[config.mk]
export PLATFORM = sky130hd
export DESIGN_NAME = serial_frame_tx
export DESIGN_NICKNAME = d
export VERILOG_FILES = /design/src/rtl/serial_frame_pkg.sv /design/src/rtl/serial_frame_tx.sv
export SDC_FILE = /design/constraint.sdc
export NUM_CORES = 1
export LEC_CHECK = 0
export BUFFER_PORTS_ARGS = -buffer_cell sky130_fd_sc_hd__buf_4
export CAP_MARGIN = 20
export CORE_AREA = 2 2 39 41
export CTS_CLUSTER_SIZE = 12
export DETAILED_ROUTE_END_ITERATION = 16
export DIE_AREA = 0 0 41 43
export PLACE_DENSITY_LB_ADDON = 0.08
export SLEW_MARGIN = 20
export SYNTH_ARGS = -nofsm -noshare
export SYNTH_HDL_FRONTEND = slang
export SYNTH_SLANG_ARGS = --single-unit
export TNS_END_PERCENT = 100
[constraint.sdc]
create_clock -name clk -period 1.7 [get_ports clk]
set_clock_uncertainty 0.15 [all_clocks]
set_input_delay 0.17 -clock clk [delete_from_list [all_inputs] [get_ports clk]]
set_output_delay 0.17 -clock clk [all_outputs]
set_load 0.01 [all_outputs]
[src/rtl/serial_frame_pkg.sv]
// Shared types for the serial framer: FSM state encoding and the default
// idle line level.
package serial_frame_pkg;

  typedef enum logic [1:0] {
    S_IDLE   = 2'd0,
    S_SHIFT  = 2'd1,
    S_PARITY = 2'd2,
    S_GAP    = 2'd3
  } ser_state_t;

  localparam logic IDLE_LVL_DEFAULT = 1'b1;

endpackage

[src/rtl/serial_frame_tx.sv]
// Parallel-to-serial framer: accepts a WIDTH-bit word on a valid/ready
// handshake, emits it one bit per clock on q_out, then spends one guard
// cycle in S_GAP with frame_done high before accepting again.
// Optional feature macro: SERIAL_FRAME_TX_PARITY_EN appends an even-parity
// bit after the data bits (S_PARITY); without it S_PARITY is unreachable.
module serial_frame_tx
  import serial_frame_pkg::*;
#(
  parameter int   WIDTH     = 8,
  parameter bit   MSB_FIRST = 1'b1,
  parameter logic IDLE_LVL  = IDLE_LVL_DEFAULT
) (
  input  logic             clk,
  input  logic             reset,
  input  logic [WIDTH-1:0] d_in,
  input  logic             d_valid,
  output logic             d_ready,
  output logic             q_out,
  output logic             q_valid,
  output logic             busy,
  output logic             frame_done
);

  localparam int CW = $clog2(WIDTH);
  localparam logic [CW-1:0] CNT_LAST = CW'(WIDTH - 1);

  ser_state_t       state;
  ser_state_t       state_nxt;
  logic [WIDTH-1:0] shreg;
  logic [CW-1:0]    cnt;
  logic             accept;
  logic             head;

  // The accept only steers internal registers; outputs decode from state.
  assign accept = (state == S_IDLE) && d_valid;
  assign head   = MSB_FIRST ? shreg[WIDTH-1] : shreg[0];

`ifdef SERIAL_FRAME_TX_PARITY_EN
  logic par;

  // Even-parity bit captured alongside the word so later d_in changes are harmless.
  always_ff @(posedge clk) begin
    if (reset) begin
      par <= 1'b0;
    end else if (accept) begin
      par <= ^d_in;
    end
  end
`endif

  // State register.
  always_ff @(posedge clk) begin
    if (reset) begin
      state <= S_IDLE;
    end else begin
      state <= state_nxt;
    end
  end

  // Shift register and bit counter: load on accept, advance while shifting.
  always_ff @(posedge clk) begin
    if (reset) begin
      shreg <= '0;
      cnt   <= '0;
    end else if (accept) begin
      shreg <= d_in;
      cnt   <= '0;
    end else if (state == S_SHIFT) begin
      shreg <= MSB_FIRST ? {shreg[WIDTH-2:0], 1'b0} : {1'b0, shreg[WIDTH-1:1]};
      if (cnt != CNT_LAST) begin
        cnt <= cnt + CW'(1);
      end
    end
  end

  // Next-state and output decode; defaults are the idle/reset values.
  always_comb begin
    state_nxt  = S_IDLE;
    d_ready    = 1'b1;
    q_out      = IDLE_LVL;
    q_valid    = 1'b0;
    busy       = 1'b0;
    frame_done = 1'b0;
    case (state)
      S_IDLE: begin
        state_nxt = d_valid ? S_SHIFT : S_IDLE;
      end
      S_SHIFT: begin
        d_ready = 1'b0;
        busy    = 1'b1;
        q_out   = head;
        q_valid = 1'b1;
        if (cnt == CNT_LAST) begin
`ifdef SERIAL_FRAME_TX_PARITY_EN
          state_nxt = S_PARITY;
`else
          state_nxt = S_GAP;
`endif
        end else begin
          state_nxt = S_SHIFT;
        end
      end
`ifdef SERIAL_FRAME_TX_PARITY_EN
      S_PARITY: begin
        d_ready   = 1'b0;
        busy      = 1'b1;
        q_out     = par;
        q_valid   = 1'b1;
        state_nxt = S_GAP;
      end
`endif
      S_GAP: begin
        d_ready    = 1'b0;
        busy       = 1'b1;
        frame_done = 1'b1;
        state_nxt  = S_IDLE;
      end
      default: begin
        state_nxt = S_IDLE;
      end
    endcase
  end

endmodule

==> metrics.md, run 1 <==
| Metric | Value |
|---|---|
| Setup TNS | `0 ns` |
| Routed wire length per instance | `10.8 µm` |
| Arrival time worst endpoint | `1.31 ns` |
| Final cell count without fillers | `88` |
| PnR worst setup slack | `between 0.06 and 0.07 ns` |
| Vias in the first global route | `350` |
| WL met3 | `65 µm` |
| RSZ-0062 raised after global routing | `false` |
| WS Path Type | `flip-flop to output pin` |
| Total gr overflow | `0` |
| Crit-path max cell delay | `around 0.44 ns` |
| Final min period | `~1.6 ns` |
| Post-synth EDFFs | `0` |
| Crit path required time | `1.38 ns` |
| Total CTS buffers | `3` |
| Ant diodes | `0` |
| Max-Cap Viols | `0` |
| Sequential share of the synthesized area | `between 40 and 50%` |
| Final Cycle Share | `96.1%` |
| Via Count | `431` |
| Gr usage total | `12.0%` |
| Cell count after synthesis | `52` |
| Initial antenna violation count | `0` |
| DR iter-0 viols | `9` |
| Most frequent cells in the layout | `buf_4, dfxtp_1, and2_1` |
| Worst-Skew Late Latency | `0.27 ns` |
| Die height | `43 µm` |
| Total Wirelength | `about 950 µm` |
| Outcome | `finished, final reports clean` |
| Core region area | `1380 µm²` |
| Initial core utilization | `42.3%` |
| Drt via density | `4.90` |
| Port Buffer Count | `15` |
| First-pass GRT wire length | `between 1000 and 1500 µm` |
| CP Capture Type | `output pin` |
| Slew margin rel. | `68.5%` |
| Final setup fails | `0` |
| Yosys warning count | `0` |
| # fillers | `136` |
| Placer congestion estimate | `0.591` |
| CP startpoint kind | `flip-flop` |
| Clock slew at reported path FFs | `0.07 ns` |
| Post-synth ARST share | `0%` |
| Die ar. | `1760 µm²` |
| Pleak | `0.335 nW` |
| Fin nets | `between 80 and 90` |
| I/O pin count | `16` |
| Place WS | `0.151 ns` |
| Worst-Margin Slew | `0.469 ns` |
| P&R area growth vs syn | `28.8%` |
| Final Util | `54.5%` |
| Root Buffer Master | `clkbuf_4` |
| Clock buffer depth | `2` |
| DRT met1 WL | `477 µm` |
| Max H-tree Level | `1` |
| Tot Pwr | `~600 µW` |
| Die width | `roughly 40 µm` |
| Library cells used by synthesis | `20` |
| Hold WS | `~0.0031 ns` |
| FF+latch count, synth | `13` |
| Final Max Slew Viols | `0` |
| Fin. Hold Viols | `0` |
| Net count after synthesis | `65` |
| Largest net degree at the start of global routing | `9` |
| Post-DP HPWL | `746 µm` |
| Predominant post-synthesis flop cell | `dfxtp_1` |
| Setup bufs post-CTS | `0` |
| Clk sinks | `13` |
| F_max | `just over 0.6 GHz` |
| Post-Syn Area | `about 600 µm²` |
| Highest routed layer | `met3` |
| Reg2Reg Depth | `5` |
| Hold Path Stages | `3` |
| Slowest cell on crit path | `or3_2` |
| Most common cell after layout, fill and taps aside | `buf_4` |
| VDD IR max | `0.429 mV` |
| Syn avg cell area | `11.3 µm²` |
| TritonRoute pass-1 iters | `2` |
| Placed cell count | `83` |
| Finished Cell Area | `about 750 µm²` |
| CTS tree | `yes` |
| Remaining antenna violation count | `0` |
| Row count | `14` |
| WL met2 | `approximately 400 µm` |
| Fraction of layout cells with a size suffix above 1 | `40.3%` |
| CP Max Fanout | `7` |
| DP Area | `713 µm²` |
| HP Class | `primary input to flip-flop` |
| Critical Path, Cell by Cell | `inv_2 -> or3_2 -> buf_4` |
| PD cells | `~800 nW/µm²` |
| DRC violations left | `0` |
power by group:
| group | switching (mW) | total, mW | internal (mW) |
|---|---|---|---|
| Clock | 0.0968 | 0.184 | 0.0871 |
| Combinational | 0.0329 | 0.0875 | 0.0546 |
| Sequential | 0.0122 | 0.332 | 0.320 |
registers in the layout (all words and copies together) (netlist names):
signal  cells
state       2
cnt         3
shreg       8
cell type report:
class | instances | area [µm²] | share of cell area, %
Clock inverter | 1 | 5.00 | 0.663
Inverter | 1 | 3.75 | 0.498
Timing Repair Buffer | 18 | 138 | 18.2
Sequential cell | 13 | 264 | 35.0
Tap cell | 16 | 20.0 | 2.65
Clock buffer | 3 | 22.5 | 2.99
Multi-Input combinational cell | 36 | 302 | 40.0
cell usage after synthesis (2+ instances only):
master / instances / area, µm²
a221o_1: 7 / 70.1
and2_1: 8 / 50.1
dfxtp_1: 13 / 260
ha_1: 2 / 25.0
mux2i_1: 2 / 20.0
nor2_1: 6 / 22.5
cell families (layout without fill, tap and decap cells):
kind of cell             after synthesis  in the layout  synth area share [%]
adder cells (fa/ha/maj)                2              2                  4.27
AO/OA/AOI/OAI                          9              9                  16.5
XOR/XNOR                               1              1                  1.50
buffers and inverters                  3             23                  4.06
multiplexers                           2              2                  3.42
flip-flops                            13             13                  44.4
AND/OR/NAND/NOR                       22             22                  25.9
per-layer routing:
layer	track usage [%]	up-vias
li1	-	231
met1	17.4	186
met2	15.0	14
met3	3.14	0
met4	8.00	0
met5	0	-
final timing paths:
kind / from / to / slack, ns
setup / recovery: state[0]$_SDFF_PP0_ / q_out / 0.07
hold / removal: d_in[0] / shreg[0]$_SDFFE_PP0P_ / 0.003
setup reg to reg: cnt[0]$_SDFFE_PP0P_ / cnt[1]$_SDFFE_PP0P_ / 0.15
hold reg to reg: shreg[4]$_SDFFE_PP0P_ / shreg[5]$_SDFFE_PP0P_ / 0.35
repair_timing:
action / CTS / global route
resized for setup: 1 / 1
endpoints found under the hold margin: 2 / 0
hold buffers: 1 / 0
endpoints found under the setup margin: 1 / 1
pin swaps: 0 / 0
worst max-delay path, delay by kind of cell, from the launching register on:
kind / cells / cell delay (ns)
AND/OR/NAND/NOR: 1 / 0.44
flip-flops: 1 / 0.40
buffers and inverters: 2 / 0.21
Note: power is estimated with default switching activity, not from simulation.
==> inputs of run 2 (changes only) <==
--- a/config.mk
+++ b/config.mk
@@ -17,3 +17,3 @@
 export SYNTH_HDL_FRONTEND = slang
 export SYNTH_SLANG_ARGS = --single-unit
-export TNS_END_PERCENT = 100
+export TNS_END_PERCENT = 20
--- a/constraint.sdc
+++ b/constraint.sdc
@@ -3,3 +3,3 @@
 set_input_delay 0.17 -clock clk [delete_from_list [all_inputs] [get_ports clk]]
 set_output_delay 0.17 -clock clk [all_outputs]
-set_load 0.01 [all_outputs]
+set_load 0.1 [all_outputs]
==> metrics.md, run 2 (synthesis results as in run 1) <==
| Metric | Value |
|---|---|
| Biggest regs | `shreg: 8 flops, cnt: 3 flops, state: 2 flops` |
| Final cell count without fillers | `92 (+4.5%)` |
| RSZ-0062 raised after global routing | `false` |
| Fin. Hold Viols | `0 (unchanged)` |
| CP Max Fanout | `6 (-1)` |
| Port Buffer Count | `15 (unchanged)` |
| I/O pin count | `16 (unchanged)` |
| Placer congestion estimate | `0.586 (-0.90%)` |
| CTS tree | `yes` |
| Initial antenna violation count | `0 (unchanged)` |
| Crit path required time | `1.38 ns (about the same)` |
| PnR worst setup slack | `0.105 ns (+0.0395 ns)` |
| Gr usage total | `13.7% (+1.6 points)` |
| Clk sinks | `13 (unchanged)` |
| TritonRoute pass-1 iters | `2 (unchanged)` |
| Largest net degree at the start of global routing | `9 (unchanged)` |
| Routed wire length per instance | `10.7 µm (-0.20%)` |
| Total gr overflow | `0 (unchanged)` |
| Outcome | `finished, final reports clean` |
| Vias in the first global route | `428 (+22%)` |
| Total CTS buffers | `3 (unchanged)` |
| Most frequent cells in the layout | `buf_4, dfxtp_1, and2_1` |
| Hold Path Stages | `3 (unchanged)` |
| DRC violations left | `0 (unchanged)` |
| Max FFs per register | `8 (unchanged)` |
| Die width | `41 µm (unchanged)` |
| PD cells | `822 nW/µm² (+2.8%)` |
| Post-DP HPWL | `774 µm (+3.8%)` |
| Max H-tree Level | `1 (unchanged)` |
| Reg2Reg Depth | `5 (unchanged)` |
| CP Capture Type | `output pin` |
| Initial core utilization | `42.3% (unchanged)` |
| DR iter-0 viols | `1 (-8)` |
| Most common cell after layout, fill and taps aside | `buf_4` |
| Core region area | `1380 µm² (unchanged)` |
| Ant diodes | `0 (unchanged)` |
| CP startpoint kind | `flip-flop` |
| Largest register by flop count | `shreg` |
| Max-Cap Viols | `0 (unchanged)` |
| Via Count | `445 (+3.2%)` |
| First-pass GRT wire length | `1660 µm (+19%)` |
| Fraction of layout cells with a size suffix above 1 | `44.7% (+4.5 points)` |
| Row count | `14 (unchanged)` |
| Finished Cell Area | `812 µm² (+7.6%)` |
| Hold WS | `0.00794 ns (+0.00479 ns)` |
| Root Buffer Master | `clkbuf_4` |
| Area occupied by multi-input gates | `313 µm² (+3.7%)` |
| Drt via density | `4.84 (-1.2%)` |
| Total Wirelength | `987 µm (+4.3%)` |
| WS Path Type | `flip-flop to output pin` |
| P&R area growth vs syn | `38.7%` |
| Worst-Margin Slew | `0.279 ns (-0.191 ns)` |
| # fillers | `126 (-7.4%)` |
| Placed cell count | `86 (+3.6%)` |
| VDD IR max | `0.429 mV (about the same)` |
| Final min period | `1.59 ns (-0.0395 ns)` |
| Clock slew at reported path FFs | `0.08 ns (about the same)` |
| Final setup fails | `0 (unchanged)` |
| HP Class | `primary input to flip-flop` |
| DP Area | `743 µm² (+4.2%)` |
| Setup TNS | `0 ns (unchanged)` |
| Arrival time worst endpoint | `1.27 ns (-0.04 ns)` |
| Die ar. | `1760 µm² (unchanged)` |
| Final Cycle Share | `93.8% (-2.3 points)` |
| Die height | `43 µm (unchanged)` |
| Worst-Skew Late Latency | `0.27 ns (about the same)` |
| Final Max Slew Viols | `0 (unchanged)` |
| F_max | `0.627 GHz (+2.5%)` |
| Remaining antenna violation count | `0 (unchanged)` |
| Pleak | `0.364 nW (+8.5%)` |
| Slew margin rel. | `81.6% (+13 points)` |
| Fin nets | `90 (+4.7%)` |
| Clock buffer depth | `2 (unchanged)` |
| Register Area | `264 µm² (unchanged)` |
| Place WS | `0.171 ns (+0.0196 ns)` |
[run 2: worst max-delay path: stages (launching register included)]
cell     delay (ns)
dfxtp_1        0.45
buf_4          0.19
and2_2         0.15
buf_6          0.21
[run 2: metal layers]
metal	vias to the layer above	share of wire [%]	track usage [%]
li1	236	-	-
met4	0	0	6.00
met1	196	45	17.2
met3	0	5.6	3.14
met5	-	0	0
met2	13	49	21.3
[run 2: final cells by class]
cell class | instances | area share (%)
clock inverters | 1 | 0.616
repair buffers | 22 | 22.7
clock buffers | 3 | 2.77
inverters | 1 | 0.462
well taps | 16 | 2.47
multi-input cells | 36 | 38.5
flip-flops and latches | 13 | 32.5
[run 2: timing repair]
item | in CTS | in global routing
gates resized for setup | 5 | 2
buffers inserted | 1 | 0
hold endpoints to repair | 2 | 0
hold buffers | 1 | 0
endpoints found under the setup margin | 1 | 2
[run 2: path summary, 6_finish.rpt]
kind	start	end	slack, ns
setup / recovery	state[1]$_SDFF_PP0_	frame_done	0.11
hold / removal	d_in[0]	shreg[0]$_SDFFE_PP0P_	0.008
setup reg to reg	cnt[0]$_SDFFE_PP0P_	cnt[1]$_SDFFE_PP0P_	0.18
hold reg to reg	shreg[3]$_SDFFE_PP0P_	shreg[4]$_SDFFE_PP0P_	0.34
[run 2: power breakdown]
part / switching, mW / internal, mW / leakage, nW
sequential: 0.00891 / 0.320 / 0.107
combinational: 0.0870 / 0.0678 / 0.239
clock: 0.0970 / 0.0870 / 0.0177
total: 0.193 / 0.475 / 0.364
[run 2: per-stage QoR]
step	util, %	total power [mW]
3_3_place_gp	53.7	0.479
5_1_grt	58.7	0.708
6_report	58.7	0.667
4_1_cts	58.1	0.681
2_1_floorplan	-	0.438
3_5_place_dp	53.7	0.480
